$ cat config.mk
export PLATFORM = sky130hd
export DESIGN_NAME = input_quantizer_loader
export DESIGN_NICKNAME = d
export VERILOG_FILES = /design/src/rtl/input_quantizer_loader.sv
export SDC_FILE = /design/constraint.sdc
export NUM_CORES = 1
export LEC_CHECK = 0
export ABC_AREA = 1
export CAP_MARGIN = 20
export CORE_ASPECT_RATIO = 1.1
export CORE_UTILIZATION = 35
export CTS_CLUSTER_SIZE = 14
export DETAILED_ROUTE_END_ITERATION = 12
export PLACE_DENSITY_LB_ADDON = 0.08
export SYNTH_ARGS = -nofsm -noshare
export SYNTH_HDL_FRONTEND = slang
export SYNTH_SLANG_ARGS = --single-unit
$ cat constraint.sdc
create_clock -name clk -period 2 [get_ports clk]
set_clock_uncertainty 0.15 [all_clocks]
set_input_delay 0.3 -clock clk [delete_from_list [all_inputs] [get_ports clk]]
set_output_delay 0.3 -clock clk [all_outputs]
set_load 0.03 [all_outputs]
$ cat src/rtl/input_quantizer_loader.sv
// rtl/input_quantizer_loader.sv - quantizes a raw feature stream and packs full frames for layer 0
// Optional QUANT_CLIP_STATS_EN adds a saturating clip_count of high-clipped features.
module input_quantizer_loader #(
  parameter int NUM_FEATURES = 16,
  parameter int IN_WIDTH     = 8,
  parameter int OUT_BITS     = 2,
  parameter int SHIFT        = 6,
  parameter int OFFSET       = 0
) (
  input  logic                           clk,
  input  logic                           rst,
  input  logic                           s_valid,
  output logic                           s_ready,
  input  logic [IN_WIDTH-1:0]            s_data,
  input  logic                           s_last,
  output logic                           m_valid,
  input  logic                           m_ready,
  output logic [NUM_FEATURES*OUT_BITS-1:0] m_data,
  output logic                           err_frame
`ifdef QUANT_CLIP_STATS_EN
  ,output logic [15:0]                   clip_count
`endif
);

  localparam int IDX_W = $clog2(NUM_FEATURES);
  localparam int MW    = NUM_FEATURES * OUT_BITS;
  localparam logic [IN_WIDTH-1:0] OFF_W    = IN_WIDTH'(OFFSET);
  localparam logic [IN_WIDTH-1:0] CODE_MAX = IN_WIDTH'((1 << OUT_BITS) - 1);
  localparam logic [IDX_W-1:0]    LAST_IDX = IDX_W'(NUM_FEATURES - 1);
  localparam logic [0:0] ST_FILL = 1'b0;
  localparam logic [0:0] ST_WAIT = 1'b1;

  logic [0:0]          state;
  logic [IDX_W-1:0]    idx;
  logic [MW-1:0]       asm_q;
  logic [MW-1:0]       asm_next;
  logic [IN_WIDTH:0]   diff;
  logic [IN_WIDTH-1:0] q;
  logic                clipped;
  logic [OUT_BITS-1:0] code;
  logic                accept, at_end, complete, len_err, out_free;

  // Extra borrow bit detects s_data < OFFSET without a signed compare.
  always_comb begin
    diff    = {1'b0, s_data} - {1'b0, OFF_W};
    q       = diff[IN_WIDTH] ? '0 : (diff[IN_WIDTH-1:0] >> SHIFT);
    clipped = (q > CODE_MAX);
    code    = clipped ? {OUT_BITS{1'b1}} : q[OUT_BITS-1:0];
  end

  assign s_ready  = (state == ST_FILL) && !rst;
  assign accept   = s_valid && s_ready;
  assign at_end   = (idx == LAST_IDX);
  assign complete = accept && s_last && at_end;
  assign len_err  = accept && (s_last ^ at_end);
  assign out_free = !m_valid || m_ready;

  always_comb begin
    asm_next = asm_q;
    asm_next[idx*OUT_BITS +: OUT_BITS] = code;
  end

  always_ff @(posedge clk) begin
    if (rst) begin
      state     <= ST_FILL;
      idx       <= '0;
      asm_q     <= '0;
      m_valid   <= 1'b0;
      m_data    <= '0;
      err_frame <= 1'b0;
    end else begin
      err_frame <= len_err;
      if (m_ready) m_valid <= 1'b0;
      if (accept) asm_q <= asm_next;
      if (state == ST_FILL) begin
        if (complete) begin
          if (out_free) begin
            m_data  <= asm_next;
            m_valid <= 1'b1;
            idx     <= '0;
          end else begin
            state <= ST_WAIT;
          end
        end else if (len_err) begin
          idx <= '0;
        end else if (accept) begin
          idx <= idx + 1'b1;
        end
      end else if (out_free) begin
        m_data  <= asm_q;
        m_valid <= 1'b1;
        idx     <= '0;
        state   <= ST_FILL;
      end
    end
  end

`ifdef QUANT_CLIP_STATS_EN
  always_ff @(posedge clk) begin
    if (rst) begin
      clip_count <= '0;
    end else if (accept && clipped && (clip_count != 16'hFFFF)) begin
      clip_count <= clip_count + 16'd1;
    end
  end
`endif

endmodule

==> results of run 1 <==
[power groups by stage]
stage / combinational, mW / sequential (mW) / clock [mW]
after floorplan: 0.172 / 1.48 / 0
after global placement: 0.287 / 1.48 / 0
after detailed placement: 0.292 / 1.48 / 0
after CTS: 0.296 / 1.45 / 1.70
after global routing: 0.352 / 1.45 / 1.77
final: 0.319 / 1.45 / 1.68
[worst paths after layout]
kind                                 from    endpoint  slack [ps]  cells after the start
worst min-delay path            asm_q[27]   asm_q[27]         340                      2
worst min register to register  asm_q[27]   asm_q[27]         340                      2
worst max register to register     idx[0]  m_data[12]          80                     10
worst max-delay path               idx[0]  m_data[12]          80                     10
[per-stage QoR]
| stage | area (um^2) | hold slack, ps | total power [mW] | setup TNS, ps | cells |
|---|---|---|---|---|---|
| global placement | 4540 | 325 | 1.76 | -464 | 737 |
| global route | 5110 | 364 | 3.58 | -270 | 760 |
| detailed placement | 4540 | 332 | 1.77 | -551 | 737 |
| finish | 5110 | 339 | 3.44 | 0 | 760 |
| floorplan | 3730 | 310 | 1.65 | 0 | 536 |
| CTS | 4870 | 339 | 3.45 | 0 | 753 |
[metal layers]
layer	share of wire, %	GRT usage, %
met1	49	26.0
met2	46	33.0
met3	2.3	3.03
met4	1.9	8.18
met5	0	0
[worst reg2reg max path, delay by kind of cell (launching register included)]
family | cells | cell delay [ps]
AO/OA/AOI/OAI | 3 | 470
buffers and inverters | 3 | 440
flip-flops | 1 | 350
AND/OR/NAND/NOR | 3 | 230
adder cells (fa/ha/maj) | 1 | 160
[Yosys cell counts (all sizes together)]
| cell | n | share of area [%] |
|---|---|---|
| nand2 | 116 | 12 |
| dfxtp | 71 | 38 |
| o21ai | 59 | 7.9 |
| a21oi | 58 | 7.9 |
| inv | 56 | 5.7 |
| nand3 | 51 | 7.1 |
| nor2 | 40 | 4.8 |
| buf | 20 | 4.1 |
| nand4 | 15 | 2.7 |
| clkbuf | 14 | 1.4 |
| o31ai | 9 | 1.8 |
| nor3 | 8 | 2.1 |
| ha | 5 | 1.7 |
| o22ai | 3 | 0.50 |
| a21o | 2 | 0.40 |
| a31oi | 2 | 0.34 |
| clkinv | 2 | 0.20 |
| o21a | 2 | 0.40 |
| nor3b | 1 | 0.20 |
| nor4 | 1 | 0.17 |
| o211ai | 1 | 0.20 |
[placed cells by master (no fill, tap or decap), types with 5 or more instances in the layout]
master / instances
sky130_fd_sc_hd__clkdlybuf4s50_1: 40
sky130_fd_sc_hd__a21oi_2: 5
sky130_fd_sc_hd__o31ai_1: 9
sky130_fd_sc_hd__a21oi_1: 52
sky130_fd_sc_hd__inv_1: 46
sky130_fd_sc_hd__clkbuf_16: 11
sky130_fd_sc_hd__nor2_2: 6
sky130_fd_sc_hd__nand3_1: 48
sky130_fd_sc_hd__buf_12: 5
sky130_fd_sc_hd__nand4_1: 14
sky130_fd_sc_hd__nand2_2: 9
sky130_fd_sc_hd__inv_2: 8
sky130_fd_sc_hd__o21ai_0: 45
sky130_fd_sc_hd__nor2_4: 6
sky130_fd_sc_hd__nor2_1: 29
sky130_fd_sc_hd__dfxtp_1: 68
sky130_fd_sc_hd__buf_4: 48
sky130_fd_sc_hd__o21ai_1: 13
sky130_fd_sc_hd__nand2_1: 105
[sequential cells by signal, indices dropped and copies added, names as in the netlist]
signal     flops
idx            4
err_frame      1
m_valid        1
asm_q         32
m_data        32
state          1
[timing repair]
item | CTS | global route
cloned | 0 | 3
gates resized for setup | 3 | 39
buffers inserted | 0 | 4
setup endpoints to repair | 21 | 54
endpoints found under the hold margin | 0 | 0
pin swaps | 0 | 9
[logic make-up (layout without fill, tap and decap cells)]
group / after synthesis / count (layout) / synth area share [%]
buffers and inverters: 92 / 172 / 11.4
AND/OR/NAND/NOR: 232 / 233 / 29.4
AO/OA/AOI/OAI: 136 / 136 / 19.5
flip-flops: 71 / 71 / 38.1
adder cells (fa/ha/maj): 5 / 5 / 1.68
[area by class of cell]
cell class / instances / area (um^2)
clock buffer: 14 / 274
clock inverter: 2 / 37.5
fill: 1024 / 5280
inverter: 58 / 225
multi-input combinational: 374 / 2020
sequential: 71 / 1430
tap: 143 / 179
timing repair buffer: 98 / 948
==> results.txt, run 1 <==
----------------------------------------------------
[Power]
  Part of the power in combinational logic ... 9.3%
  Internal power ... 2.63 mW
  LEAKAGE ... 2.15 nW
  Power per standard cell area ... 673 nW/um^2
  Clock network fraction of total power ... 48.7%
  Sequential share of power ... 42.1%
  Fraction of power spent switching nets ... 23.7%
  Net switching power of the design ... 0.816 mW
  VDD IR max ... 0.347 mV

[Placed design]
  Placement Setup Slack ... -59.6 ps
  Detailed placer's ending HPWL ... 7.18 mm
  Placer congestion estimate ... 0.825
  Count of port buffers added during placement ... 41

[Clock network]
  TritonCTS Buffers ... 9
  Cell chosen for the clock root ... sky130_fd_sc_hd__clkbuf_16
  H-tree level count ... 3
  TritonCTS clock tree ... built
  Later-pin clock latency in the skew report ... 340 ps
  Clock Tree Buf Depth ... 2
  Number of clock sinks ... 71
  Clock-pin slew on the worst setup and hold paths ... 50 ps
  Hold buffer count at cts ... 0

[Timing]
  Final Hold Fails ... 0
  Share of the clock period used by the worst path after layout ... 95.9%
  Final setup violation count ... 0
  Worst-case setup margin in the final layout ... 81.2 ps
  Highest Clock Rate ... 521 MHz
  Minimum period implied by the final worst setup slack ... 1920 ps
  Unrepaired setup endpoints after global routing ... true
  Transition at the pin with the smallest max-transition slack ... 350 ps
  Max-Slew Margin vs Limit ... 76.7%
  Slew Viols, Final ... 0

[Yosys]
  Count of synthesis-stage warnings from yosys ... 0
  Post-Syn Area ... 3730 um^2
  Synthesis-stage register bit count ... 71
  Synth unique cells ... 35
  Synthesized area divided by synthesized cell count ... 6.96 um^2
  Cells after Synth ... 536
  Sequential fraction of the synthesis area ... 38.1%
  Net count of the mapped netlist ... 554

[Setup path]
  Critical Path Sink Type ... flop
  Critical Path AT ... 2000 ps
  WS Path Type ... reg2reg
  Worst Path Required ... 2080 ps
  Cell family with most CP delay ... compound AO/OA/AOI/OAI gates
  Startpoint kind of the worst setup timing path ... flop
  Top fanout value on the critical path ... 15
  Cells along the critical path ... buf_4, ha_4, nand3_2, nor2_4, a21oi_4, nor2_4, buf_12, buf_8, o21ai_0, a21oi_2
  Most common cell type on the critical path ... sky130_fd_sc_hd__nor2_4
  Number of buffers and inverters on the critical path ... 3
  Critical-path top delay cell ... sky130_fd_sc_hd__dfxtp_4
  Largest incremental delay on the critical path ... 350 ps

[Route]
  Average wire per standard cell ... 14.1 um
  Detailed-route DRC error count ... 0
  WL final ... 10.8 mm
  Via Count ... 3717
  Remaining number of nets flagged by the antenna check after routing ... 0
  Detailed Routing Iterations Pass 1 ... 4
  Ratio of routed vias to standard cells ... 4.89
  Iter 0 DRT Violations ... 173

[Die]
  # IOs ... 48
  Rows ... 39
  Starting density of the core ... 35.9%
  Core area ... 10400 um^2
  Die Height ... 110 um
  Width of the die ... 100 um
  DIE AREA ... 11100 um^2

[Global route]
  Via count of the first global-routing pass ... 3416
  Total overflow reported by the global router ... 0
  Maximum number of pins on one net before global-route repair ... 30
  Number of antenna violations at the first check in global routing ... 0
  Tot GR Track Use ... 20.0%
  First-pass GRT wire length ... 16.9 mm

[Finish]
  Final layout net count ... 630
  Final antenna diode count ... 0
  Share of cells above drive strength 1 ... 20.9%
  Area growth from synthesis to layout ... 37.1%
  Post-layout utilization of the core ... 49.2%

[Run]
  Number of violations of the max-capacitance limit ... 0

[Min path]
  Worst min path class ... reg2reg

[Status]
  Outcome ... finished clean

----------------------------------------------------
Note: power is estimated with default switching activity, not from simulation.
==> run 2, diff against run 1 <==
Settings changed: CORE_UTILIZATION 35 to 40, GPL_TIMING_DRIVEN set to 1.
==> run 2 against run 1 <==
Count of clock-buffer cells in the layout shrank 2. Sequential cell count is the same. Cell count shrank 3.7%. Critical path depth is the same. Sequential power is essentially flat. Die area shrank 12%. Maximum frequency shrank 3.1%. Clock power shrank 30%. Design area shrank 2.6%. Core utilization grew 6.4 points. Highest routed layer unchanged.
==> results.txt, run 2 (same netlist as run 1, synthesis figures left out) <==
----------------------------------------------------
[Finish]
  Area taken by multi-input logic gates ... 2020 um^2 (about the same)
  Sequential standard cell area ... 1430 um^2 (about the same)
  Filler cells ... 841 (-18%)
  Leading cell type in the layout, fill and taps excluded ... sky130_fd_sc_hd__nand2_1
  Filler-free cell count of the finished design ... 732 (-3.7%)
  Area growth from synthesis to layout ... 33.5%
  Post-layout utilization of the core ... 55.5% (+6.4 points)
  Most frequent cells in the layout ... sky130_fd_sc_hd__nand2_1 (108), sky130_fd_sc_hd__dfxtp_1 (69), sky130_fd_sc_hd__a21oi_1 (52)
  Share of cells above drive strength 1 ... 20.1% (-0.84 points)
  Final layout net count ... 631 (+0.16%)
  Biggest registers after layout ... asm_q (32), m_data (32), idx (4)
  Final antenna diode count ... 0 (unchanged)

[Clock network]
  Later-pin clock latency in the skew report ... 360 ps (+20 ps)
  TritonCTS clock tree ... built
  Clock Tree Buf Depth ... 2 (unchanged)
  H-tree level count ... 3 (unchanged)
  Clock-pin slew on the worst setup and hold paths ... 70 ps (+20 ps)
  Hold buffer count at cts ... 0 (unchanged)
  Cell chosen for the clock root ... sky130_fd_sc_hd__clkbuf_8
  Number of clock sinks ... 71 (unchanged)
  TritonCTS Buffers ... 9 (unchanged)

[Global route]
  Via count of the first global-routing pass ... 3384 (-0.94%)
  Total overflow reported by the global router ... 0 (unchanged)
  Tot GR Track Use ... 22.6% (+2.7 points)
  Maximum number of pins on one net before global-route repair ... 39 (+30%)
  Number of antenna violations at the first check in global routing ... 0 (unchanged)
  First-pass GRT wire length ... 16.8 mm (-0.86%)

[Route]
  Average wire per standard cell ... 14.7 um (+3.7%)
  Iter 0 DRT Violations ... 142 (-18%)
  Detailed-route DRC error count ... 0 (unchanged)
  WL final ... 10.7 mm (about the same)
  Remaining number of nets flagged by the antenna check after routing ... 0 (unchanged)
  Ratio of routed vias to standard cells ... 5.25 (+7.3%)
  Via Count ... 3840 (+3.3%)
  Detailed Routing Iterations Pass 1 ... 5 (+1)

[Power]
  LEAKAGE ... 2.13 nW (-1.1%)
  Total power ... 2.93 mW (-15%)
  Power per standard cell area ... 589 nW/um^2 (-13%)
  VDD IR max ... 0.366 mV (+5.4%)

[Setup path]
  Critical Path AT ... 2130 ps (+130 ps)
  WS Path Type ... reg2reg
  Startpoint kind of the worst setup timing path ... flop
  Critical Path Sink Type ... flop
  Worst reg-to-reg setup slack ... 20 ps (-60 ps)
  Worst Path Required ... 2150 ps (+70 ps)
  Top fanout value on the critical path ... 9 (-6)

[Timing]
  Transition at the pin with the smallest max-transition slack ... 359 ps (+9.67 ps)
  Share of the clock period used by the worst path after layout ... 99.0% (+3.0 points)
  Highest Clock Rate ... 505 MHz (-3.1%)
  Worst-case setup margin in the final layout ... 20.6 ps (-60.6 ps)
  Max-Slew Margin vs Limit ... 76.0% (-0.71 points)
  Minimum period implied by the final worst setup slack ... 1980 ps (+60.6 ps)
  Final setup violation count ... 0 (unchanged)
  Unrepaired setup endpoints after global routing ... true
  Slew Viols, Final ... 0 (unchanged)
  Final Hold Fails ... 0 (unchanged)

[Placed design]
  Count of port buffers added during placement ... 41 (unchanged)
  Placement Setup Slack ... -29.5 ps (+30.2 ps)
  Detailed placer's ending HPWL ... 6.73 mm (-6.3%)
  Placed Instances ... 707 (-4.1%)
  Placer congestion estimate ... 0.861 (+4.3%)

[Die]
  Starting density of the core ... 41.6% (+5.7 points)
  Rows ... 36 (-7.7%)
  # IOs ... 48 (unchanged)
  Die Height ... 103 um (-6.3%)
  Core area ... 8960 um^2 (-14%)
  DIE AREA ... 9710 um^2 (-12%)
  Width of the die ... 94.1 um (-6.3%)

[Min path]
  Worst min path class ... reg2reg

[Status]
  Outcome ... finished clean

[Run]
  Number of violations of the max-capacitance limit ... 0 (unchanged)

----------------------------------------------------
run 2: cell types whose count changed in the layout (fill, tap and decap cells not counted), moves of 2 or more:
| cell | delta |
|---|---|
| sky130_fd_sc_hd__o21ai_0 | -2 |
| sky130_fd_sc_hd__nand2_1 | +3 |
| sky130_fd_sc_hd__clkbuf_16 | -9 |
| sky130_fd_sc_hd__nor2_2 | -4 |
| sky130_fd_sc_hd__nor2_1 | +2 |
| sky130_fd_sc_hd__nand2_2 | -4 |
| sky130_fd_sc_hd__clkinv_2 | +3 |
| sky130_fd_sc_hd__clkbuf_8 | +7 |
run 2: worst paths after layout:
kind | startpoint | to | cells after the start
setup / recovery | idx[1] | m_data[12] | 10
hold / removal | asm_q[16] | asm_q[16] | 2
setup reg to reg | idx[1] | m_data[12] | 10
hold reg to reg | asm_q[16] | asm_q[16] | 2
run 2: repair_timing:
| action | in CTS | in global routing |
|---|---|---|
| cloned | 0 | 4 |
| resized for setup | 3 | 35 |
| endpoints found under the hold margin | 0 | 0 |
| buffers inserted | 0 | 5 |
| pin swaps | 2 | 9 |
| endpoints found under the setup margin | 4 | 58 |
run 2: power by group:
| group | internal (mW) | total, mW | switching [mW] |
|---|---|---|---|
| Sequential | 1.43 | 1.45 | 0.0121 |
| Combinational | 0.127 | 0.319 | 0.193 |
| Clock | 0.605 | 1.17 | 0.560 |
run 2: final cells by class:
cell class	instances	area share [%]
timing repair buffer	100	19.5
sequential	71	28.7
multi-input combinational	373	40.6
clock inverter	4	0.905
inverter	58	4.52
clock buffer	12	2.92
tap	114	2.87
run 2: worst max-delay path, cell delays in order, from the launching register on:
cell and delay, ps:
sky130_fd_sc_hd__dfxtp_2 360, sky130_fd_sc_hd__buf_4 140, sky130_fd_sc_hd__ha_2 200, sky130_fd_sc_hd__nand3_2 130, sky130_fd_sc_hd__nor2_4 140, sky130_fd_sc_hd__a21oi_4 90, sky130_fd_sc_hd__nor2_4 200, sky130_fd_sc_hd__buf_12 150
sky130_fd_sc_hd__buf_6 150, sky130_fd_sc_hd__o21ai_0 90, sky130_fd_sc_hd__a21oi_1 110
run 2: per-stage QoR:
step	TNS, ps	hold WS, ps	instance area [um^2]
2_1_floorplan	0	310	3730
3_3_place_gp	0	323	4510
3_5_place_dp	-90.2	328	4510
4_1_cts	0	340	4710
5_1_grt	-1210	359	4980
6_report	0	344	4980
run 2: metal layers:
| metal | vias to the layer above | part of all wire, % | track usage [%] | routed length [um] |
|---|---|---|---|---|
| li1 | 1943 | - | - | - |
| met1 | 1784 | 48 | 29.6 | 5120 |
| met2 | 102 | 47 | 37.5 | 5050 |
| met3 | 11 | 3.7 | 3.07 | 394 |
| met4 | 0 | 1.6 | 9.82 | 174 |
| met5 | - | 0 | 0 | 0 |
==> run 3, diff against run 2 <==
Settings changed: CORE_MARGIN set to 2.
==> run 3 against run 2 <==
Cell count decreased by 0.41%. Clock power about the same. Critical path type unchanged. Combinational power increased by 2%. Sequential power hardly changed. Critical endpoint is now m_data[27]. Core utilization fell by 0.80 points. Worst hold slack lost 2.2 ps. Power down 0.18%. Critical path depth increased by 2. Via count down 2.6%. Die area up 4.1%. First-iteration DRC count fell by 25%.
==> results.txt, run 3 (same netlist as run 1, synthesis figures left out) <==
----------------------------------------------------
[Status]
  Outcome ... finished clean

[Timing]
  Share of the clock period used by the worst path after layout ... 95.4% (-3.6 points)
  Highest Clock Rate ... 524 MHz (+3.8%)
  Final Hold Fails ... 0 (unchanged)
  Unrepaired setup endpoints after global routing ... true
  Final setup violation count ... 0 (unchanged)
  Post-Route Hold Slack ... 341 ps (-2.17 ps)
  Max-Slew Margin vs Limit ... 74.8% (-1.1 points)
  Slew Viols, Final ... 0 (unchanged)
  Transition at the pin with the smallest max-transition slack ... 376 ps (+17.1 ps)
  Worst-case setup margin in the final layout ... 92.3 ps (+71.7 ps)
  Minimum period implied by the final worst setup slack ... 1910 ps (-71.7 ps)
  Accumulated negative setup slack ... 0 ps (unchanged)

[Die]
  Width of the die ... 96.1 um (+2.1%)
  # IOs ... 48 (unchanged)
  DIE AREA ... 10100 um^2 (+4.1%)
  Starting density of the core ... 41.6% (unchanged)
  Rows ... 36 (unchanged)
  Core area ... 8960 um^2 (unchanged)
  Die Height ... 105 um (+1.9%)

[Placed design]
  Placement Setup Slack ... -33.6 ps (-4.13 ps)
  Count of port buffers added during placement ... 41 (unchanged)
  Placer congestion estimate ... 0.844 (-1.9%)
  Detailed placer's ending HPWL ... 6.96 mm (+3.4%)
  Instance area after placement ... 4520 um^2 (+0.17%)
  Placed Instances ... 708 (+0.14%)

[Route]
  Detailed-route DRC error count ... 0 (unchanged)
  Ratio of routed vias to standard cells ... 5.13 (-2.2%)
  Detailed Routing Iterations Pass 1 ... 4 (-1)
  Remaining number of nets flagged by the antenna check after routing ... 0 (unchanged)
  Via Count ... 3740 (-2.6%)
  Iter 0 DRT Violations ... 106 (-25%)
  WL final ... 10.1 mm (-6.0%)
  Average wire per standard cell ... 13.9 um (-5.6%)

[Global route]
  M2 GR Usage ... 33.5% (-4.0 points)
  Maximum number of pins on one net before global-route repair ... 29 (-26%)
  Tot GR Track Use ... 21.0% (-1.6 points)
  Met1 usage in global routing ... 28.1% (-1.5 points)
  Total overflow reported by the global router ... 0 (unchanged)
  GR Layer Usage met3 ... 2.93% (-0.14 points)
  Number of antenna violations at the first check in global routing ... 0 (unchanged)
  Busiest grt layer ... met2
  First-pass GRT wire length ... 16.6 mm (-1.1%)
  Via count of the first global-routing pass ... 3503 (+3.5%)

[Setup path]
  Worst Path Required ... 2150 ps (about the same)
  Reg2reg start ... idx[0]
  Start point of the critical path ... idx[0]
  Critical-path top delay cell ... sky130_fd_sc_hd__dfxtp_4
  Worst Reg2Reg Path Length in Cells ... 12 (+2)
  Cell family with most CP delay ... simple AND/OR/NAND/NOR gates
  Top fanout value on the critical path ... 7 (-2)
  Worst setup path end ... m_data[27]
  Cells along the critical path ... nor2_1, nand2_1, inv_2, ha_4, inv_8, nand2_2, nor3_2, buf_4, nor2_1, a21oi_2, nand2_1, a21oi_2
  Critical Path Sink Type ... flop
  Worst reg-to-reg setup slack ... 90 ps (+70 ps)
  Number of buffers and inverters on the critical path ... 3 (unchanged)
  Largest incremental delay on the critical path ... 360 ps (about the same)
  Critical Path Stages ... 12 (+2)
  R2R Path End ... m_data[27]
  Startpoint kind of the worst setup timing path ... flop
  Critical Path AT ... 2060 ps (-70 ps)
  WS Path Type ... reg2reg

[Finish]
  Final antenna diode count ... 0 (unchanged)
  Leading cell type in the layout, fill and taps excluded ... sky130_fd_sc_hd__nand2_1
  Most frequent cells in the layout ... sky130_fd_sc_hd__nand2_1 (107), sky130_fd_sc_hd__dfxtp_1 (68), sky130_fd_sc_hd__a21oi_1 (53)
  Post-route standard cell area excluding fillers ... 4910 um^2 (-1.4%)
  Sequential standard cell area ... 1430 um^2 (+0.26%)
  Filler cells ... 861 (+2.4%)
  Final layout net count ... 628 (-0.48%)
  Filler-free cell count of the finished design ... 729 (-0.41%)
  Share of cells above drive strength 1 ... 20.0% (-0.065 points)
  Area taken by multi-input logic gates ... 2010 um^2 (-0.62%)
  Biggest registers after layout ... asm_q (32), m_data (32), idx (4)
  Area growth from synthesis to layout ... 31.6%
  Post-layout utilization of the core ... 54.7% (-0.80 points)

[Clock network]
  Clock-pin slew on the worst setup and hold paths ... 80 ps (about the same)
  TritonCTS clock tree ... built
  Number of clock sinks ... 71 (unchanged)
  Clock Tree Buf Depth ... 2 (unchanged)
  Cell chosen for the clock root ... sky130_fd_sc_hd__clkbuf_8
  H-tree level count ... 3 (unchanged)
  TritonCTS Buffers ... 9 (unchanged)
  Later-pin clock latency in the skew report ... 360 ps (about the same)

[Power]
  VDD IR max ... 0.271 mV (-26%)
  LEAKAGE ... 2.10 nW (-1.4%)
  Total power ... 2.92 mW (-0.18%)
  Power per standard cell area ... 596 nW/um^2 (+1.3%)

[Min path]
  Worst min path class ... reg2reg

[Run]
  Number of violations of the max-capacitance limit ... 0 (unchanged)

----------------------------------------------------
## run 3: routing by layer
layer  part of all wire (%)  vias to the layer above
met5                      0                        -
met4                    1.6                        0
met3                    3.9                       12
met2                     47                       64
met1                     48                     1733
li1                       -                     1931
## run 3: tightest hold or removal path, cell delays in order, from the launching register on
cell and delay, ps:
sky130_fd_sc_hd__dfxtp_1 310, sky130_fd_sc_hd__inv_1 60, sky130_fd_sc_hd__o31ai_1 70
## run 3: area by class of cell
cell class,count,area share [%]
well taps,114,2.91
clock inverters,4,0.918
clock buffers,12,2.96
flip-flops and latches,71,29.1
repair buffers,97,18.5
inverters,58,4.64
multi-input cells,373,40.9
## run 3: worst min-delay path by stage
| stage | start | to | cells after the start |
|---|---|---|---|
| global placement | asm_q[8] | asm_q[8] | 2 |
| floorplan | asm_q[8] | asm_q[8] | 2 |
| detailed placement | asm_q[15] | asm_q[15] | 2 |
| global route | asm_q[14] | asm_q[14] | 2 |
| CTS | asm_q[15] | asm_q[15] | 2 |
| finish | asm_q[30] | asm_q[30] | 2 |
## run 3: timing repair
action	in CTS	in global routing
gates resized for setup	5	35
hold endpoints to repair	0	0
pin swaps	0	10
gates cloned	0	0
buffers inserted	0	5
hold buffers	0	0
setup endpoints to repair	11	57
## run 3: power by group
group          internal, mW  switching (mW)
registers              1.43          0.0118
logic                 0.134           0.191
clock network         0.605           0.550
total                  2.17           0.754
